[config.mk]
export PLATFORM = sky130hd
export DESIGN_NAME = recursive_doubling_adder_pipe
export DESIGN_NICKNAME = d
export VERILOG_FILES = /design/src/rtl/recursive_doubling_adder_pipe.sv
export SDC_FILE = /design/constraint.sdc
export NUM_CORES = 2
export LEC_CHECK = 0
export BUFFER_PORTS_ARGS = -buffer_cell sky130_fd_sc_hd__buf_2
export CAP_MARGIN = 20
export CELL_PAD_IN_SITES_DETAIL_PLACEMENT = 1
export CELL_PAD_IN_SITES_GLOBAL_PLACEMENT = 1
export CORE_MARGIN = 1.5
export CORE_UTILIZATION = 45
export CTS_CLUSTER_DIAMETER = 30
export DETAILED_ROUTE_END_ITERATION = 8
export PLACE_DENSITY_LB_ADDON = 0.2
export SKIP_CTS_REPAIR_TIMING = 1
export SLEW_MARGIN = 20
export SYNTH_ARGS = -nofsm -noshare
export SYNTH_HDL_FRONTEND = slang
export SYNTH_SLANG_ARGS = --single-unit
[constraint.sdc]
create_clock -name clk -period 3.8 [get_ports clk]
set_clock_uncertainty 0.1 [all_clocks]
set_input_delay 0.57 -clock clk [delete_from_list [all_inputs] [get_ports clk]]
set_output_delay 0.57 -clock clk [all_outputs]
set_load 0.03 [all_outputs]
[src/rtl/recursive_doubling_adder_pipe.sv]
`default_nettype none
`timescale 1ns/1ps
// +--------------------------------------------------------------------------+
// | Module   : recursive_doubling_adder_pipe                                 |
// | Purpose  : Pipelined Kogge-Stone (recursive-doubling) adder/subtractor   |
// |            with one prefix level per stage and a valid/ready stream.     |
// | Ports    : clk, rst_n (async, active-low)                                |
// |            in_valid/in_ready, a, b, cin, sub, tag    - operation input   |
// |            out_valid/out_ready, sum, cout, ovf,                          |
// |            tag_out                                   - result output     |
// | Revision : 1.0 - initial release                                         |
// +--------------------------------------------------------------------------+
module recursive_doubling_adder_pipe #(
  parameter int N     = 64,
  parameter int TAG_W = 4
) (
  input  logic             clk,
  input  logic             rst_n,
  input  logic             in_valid,
  output logic             in_ready,
  input  logic [N-1:0]     a,
  input  logic [N-1:0]     b,
  input  logic             cin,
  input  logic             sub,
  input  logic [TAG_W-1:0] tag,
  output logic             out_valid,
  input  logic             out_ready,
  output logic [N-1:0]     sum,
  output logic             cout,
  output logic             ovf,
  output logic [TAG_W-1:0] tag_out
);

  localparam int LEVELS = $clog2(N);

  // Prefix vectors are N+1 wide: bit 0 is position -1 (the carry-in,
  // modelled as a generate with zero propagate), bit j is position j-1.
  logic [N:0]       r_g   [0:LEVELS];
  logic [N:0]       r_p   [0:LEVELS];
  logic [N-1:0]     r_ps  [0:LEVELS];
  logic [TAG_W-1:0] r_tag [0:LEVELS];
  logic [LEVELS:0]  r_v;

  logic         w_stall;
  logic [N-1:0] w_b_eff;
  logic         w_c0;
  logic [N:0]   w_gf;
  logic         w_pf_top;
  logic         w_cout;

  assign w_stall  = out_valid && !out_ready;
  assign in_ready = !w_stall;
  assign w_b_eff  = sub ? ~b : b;
  assign w_c0     = sub | cin;

  // Positions 0..N-1 of the prefix tree are complete after LEVELS levels
  // (span 2^LEVELS >= N). The carry out of the top bit needs span N+1, so
  // it gets one extra combine against the already-complete position N-2
  // group; the overlap is harmless because the prefix operator is
  // idempotent over overlapping ranges.
  assign w_gf     = r_g[LEVELS];
  assign w_pf_top = r_p[LEVELS][N];
  assign w_cout   = w_gf[N] | (w_pf_top & w_gf[N-1]);

  function automatic logic [N:0] lo_mask(input int d);
    lo_mask = ((N+1)'(1) << d) - (N+1)'(1);
  endfunction

  always_ff @(posedge clk or negedge rst_n) begin
    if (!rst_n) begin
      r_v <= '0;
      for (int k = 0; k <= LEVELS; k++) begin
        r_g[k]   <= '0;
        r_p[k]   <= '0;
        r_ps[k]  <= '0;
        r_tag[k] <= '0;
      end
      out_valid <= 1'b0;
      sum       <= '0;
      cout      <= 1'b0;
      ovf       <= 1'b0;
      tag_out   <= '0;
    end else if (!w_stall) begin
      r_v <= {r_v[LEVELS-1:0], in_valid};

      if (in_valid) begin
        r_g[0]   <= {a & w_b_eff, w_c0};
        r_p[0]   <= {a ^ w_b_eff, 1'b0};
        r_ps[0]  <= a ^ w_b_eff;
        r_tag[0] <= tag;
      end

      // Level k combines position j with j - 2^(k-1). Low positions with
      // no partner shift in zeros for G (unchanged) and ones via the mask
      // for P (unchanged).
      for (int k = 1; k <= LEVELS; k++) begin
        if (r_v[k-1]) begin
          r_g[k]   <= r_g[k-1] | (r_p[k-1] & (r_g[k-1] << (1 << (k-1))));
          r_p[k]   <= r_p[k-1] & ((r_p[k-1] << (1 << (k-1))) | lo_mask(1 << (k-1)));
          r_ps[k]  <= r_ps[k-1];
          r_tag[k] <= r_tag[k-1];
        end
      end

      // Data fields only update for real results so bubbles hold them.
      out_valid <= r_v[LEVELS];
      if (r_v[LEVELS]) begin
        sum     <= r_ps[LEVELS] ^ w_gf[N-1:0];
        cout    <= w_cout;
        ovf     <= w_gf[N-1] ^ w_cout;
        tag_out <= r_tag[LEVELS];
      end
    end
  end

endmodule
`default_nettype wire

==> impl_metrics.yaml <==
outcome:
  status: "finished, violations left"
  violations: "hold timing"
layout:
  fillers: 11300
  fin_nets: 4738
  post_route_cells_drive_above_1_share: 0.287
  layout_common_cells: "1271 x dfrtp_1, 663 x a21oi_1, 633 x o21ai_0"
  syn_to_final_growth_pct: 24.7
  final_cells: 6265
  final_common_cell: "dfrtp_1"
logic_synthesis:
  ys_types: 29
  yosys_warnings: 0
  synth_area_leaders: "dfrtp_1 61%, mux2_2 12%, a21oi_1 6.4%"
  syn-num-nets: 4391
  postSynthAreaPerCell_um2: 12.4
  synth_cells: 4189
  synth_top_area_cell: "dfrtp_1"
  syn_area_um2: 51800
  synth_top_area_share: 0.615
  yosysSeqAreaShare: 0.615
  ys_ff_latch: 1273
setup_path:
  slowest_stage: "inv_6"
  r2r_start: "out_valid"
  required_ns: 3.13
  endpoint_kind: "output port"
  crit_path_start_kind: "register"
  path_max_fanout: 62
  path_class: "reg -> out"
  cp_slowest_stage_delay_ns: 0.47
  cp_cell_sequence: "nor2b_4 -> inv_6 -> buf_2"
  critical_path.top_delay_family: "buffers and inverters"
  arrival_ns: 2.20
  critPathBufInv: 2
  worstSetupStartpoint: "out_valid"
sta:
  whs_ns: -0.0114
  timing.fmax_mhz: 349
  report.final.slew_viol_count: 0
  rsz0062_at_grt: "false"
  tightest_slew_ns: 1.23
  tns_ns: 0
  period_needed_ns: 2.87
  hold_violations: 10
  timing.slew.headroom: 0.178
  period_share: 0.755
  setup_viol: 0
pwr:
  clock_power_share: 0.377
  swShare: 0.340
  power.switching_w: 0.0225
  ir_drop_mv: 0.448
  power.density_nw_per_um2: 1020
  p_leak_nw: 28.1
  p_int_w: 0.0435
  power_frac_comb: 0.242
  p_seq_frac: 0.381
run:
  max-cap-violations: 0
grt:
  grt_pass1_vias: 38700
  grtUsageTotal: 0.266
  grt_pass1_wl_um: 239000
  antenna_found_initial: 13
  grt_overflow: 0
  grt_max_degree: 254
clock_tree:
  clk-insertion-delay-late_ns: 0.88
  root_buffer: "clkbuf_16"
  clockBufferDepth: 4
  cts_max_level: 5
  cts_tree: "done"
  cts_sinks: 1273
  cts_buffers: 292
  path_clk_slew_ns: 0.04
floorplanning:
  die_x_um: 342
  num_rows: 124
  ios: 210
  core_um2: 114000
  die_area_um2: 117000
  start_util: 0.453
  die_y_um: 342
route:
  remaining_drc_errors: 0
  dr.pass1.iters: 5
  wirelength_um: 154000
  vias: 35500
  first_iter_violations: 2389
  viasPerCell: 5.67
  drt.antenna.violating_nets: 0
  wire_per_inst_um: 24.6
worst_hold_path:
  hold_path_startpoint: "a[36]"
  min_path_type: "in -> reg"
placed_design:
  numPlacedInstances: 5713
  port_buffers: 209
  gp_congestion: 0.837
  dp_hpwl_um: 98600
synthesized netlist by cell type:
master	count
mux2_1	40
nand2_1	184
nor2_1	2
nand2_2	2
mux2i_1	111
o31ai_1	90
buf_2	85
nand2_4	1
inv_1	113
a31oi_1	1
o21ai_1	1
nor2_2	2
o21ai_0	633
buf_6	28
clkbuf_1	134
and2_1	3
mux2_2	567
ha_1	64
xor2_1	64
buf_1	6
inv_4	1
dfrtp_1	1273
inv_2	1
a21oi_2	40
xnor2_1	64
nand2b_1	1
nor2b_4	1
a21oi_1	663
buf_4	14
metrics by stage:
stage / setup WS, ns / util / power [W] / area [um2]
finish: 0.931 / 0.565 / 0.0660 / 64600
global route: 0.837 / 0.565 / 0.0692 / 64600
CTS: 0.856 / 0.562 / 0.0664 / 64200
detailed placement: 1.07 / 0.476 / 0.0407 / 54400
global placement: 1.13 / 0.476 / 0.0399 / 54400
floorplan: 1.72 / - / 0.0340 / 51800
cell type report:
type	instances	area, um2	area share
antenna	1	2.50	0.0000387
clock buffer	391	8250	0.128
clock inverter	119	1570	0.0243
inverter	115	438	0.00678
multi-input combinational	2534	18200	0.282
sequential	1273	31900	0.493
tap	1512	1890	0.0293
timing repair buffer	320	2400	0.0371
per-layer routing:
metal,global-route usage,vias up,routed length (um)
li1,-,15700,-
met1,0.377,18700,69500
met2,0.413,945,72100
met3,0.0563,256,8940
met4,0.0786,8,3430
met5,0,-,52
registers in the layout (all words and copies together) (netlist names):
signal     count
cout           1
ovf            1
out_valid      1
r_p          264
sum           64
r_v            7
r_ps         448
w_gf          65
r_tag         28
tag_out        4
r_g          390
kinds of logic after synthesis:
kind of cell	after synthesis	synth area share
adder cells (fa/ha/maj)	64	0.0155
XOR/XNOR	128	0.0216
AO/OA/AOI/OAI	1428	0.145
multiplexers	718	0.153
buffers and inverters	382	0.0348
flip-flops	1273	0.615
AND/OR/NAND/NOR	196	0.0149
tightest hold or removal path, stage by stage:
cell,delay [ns]
buf_2,0.08
ha_1,0.12
mux2_2,0.13
power by group through the flow:
stage / Clock, W / Sequential, W / Combinational (W)
after global placement: 0 / 0.0248 / 0.0151
after detailed placement: 0 / 0.0251 / 0.0156
after floorplan: 0 / 0.0227 / 0.0113
after CTS: 0.0252 / 0.0251 / 0.0161
final: 0.0249 / 0.0252 / 0.0160
after global routing: 0.0259 / 0.0257 / 0.0176
worst paths after layout:
kind                              to  slack (ns)  cells after the start
hold reg to reg             r_ps[61]        0.37                      1
hold / removal             r_ps[420]       -0.01                      3
setup reg to reg            r_g[436]        1.27                      5
min in group asynchronous   r_p[347]        0.14                      2
setup / recovery            in_ready        0.93                      3
max in group asynchronous   r_g[111]        2.28                      3
Power figures use the tool's default switching activity.
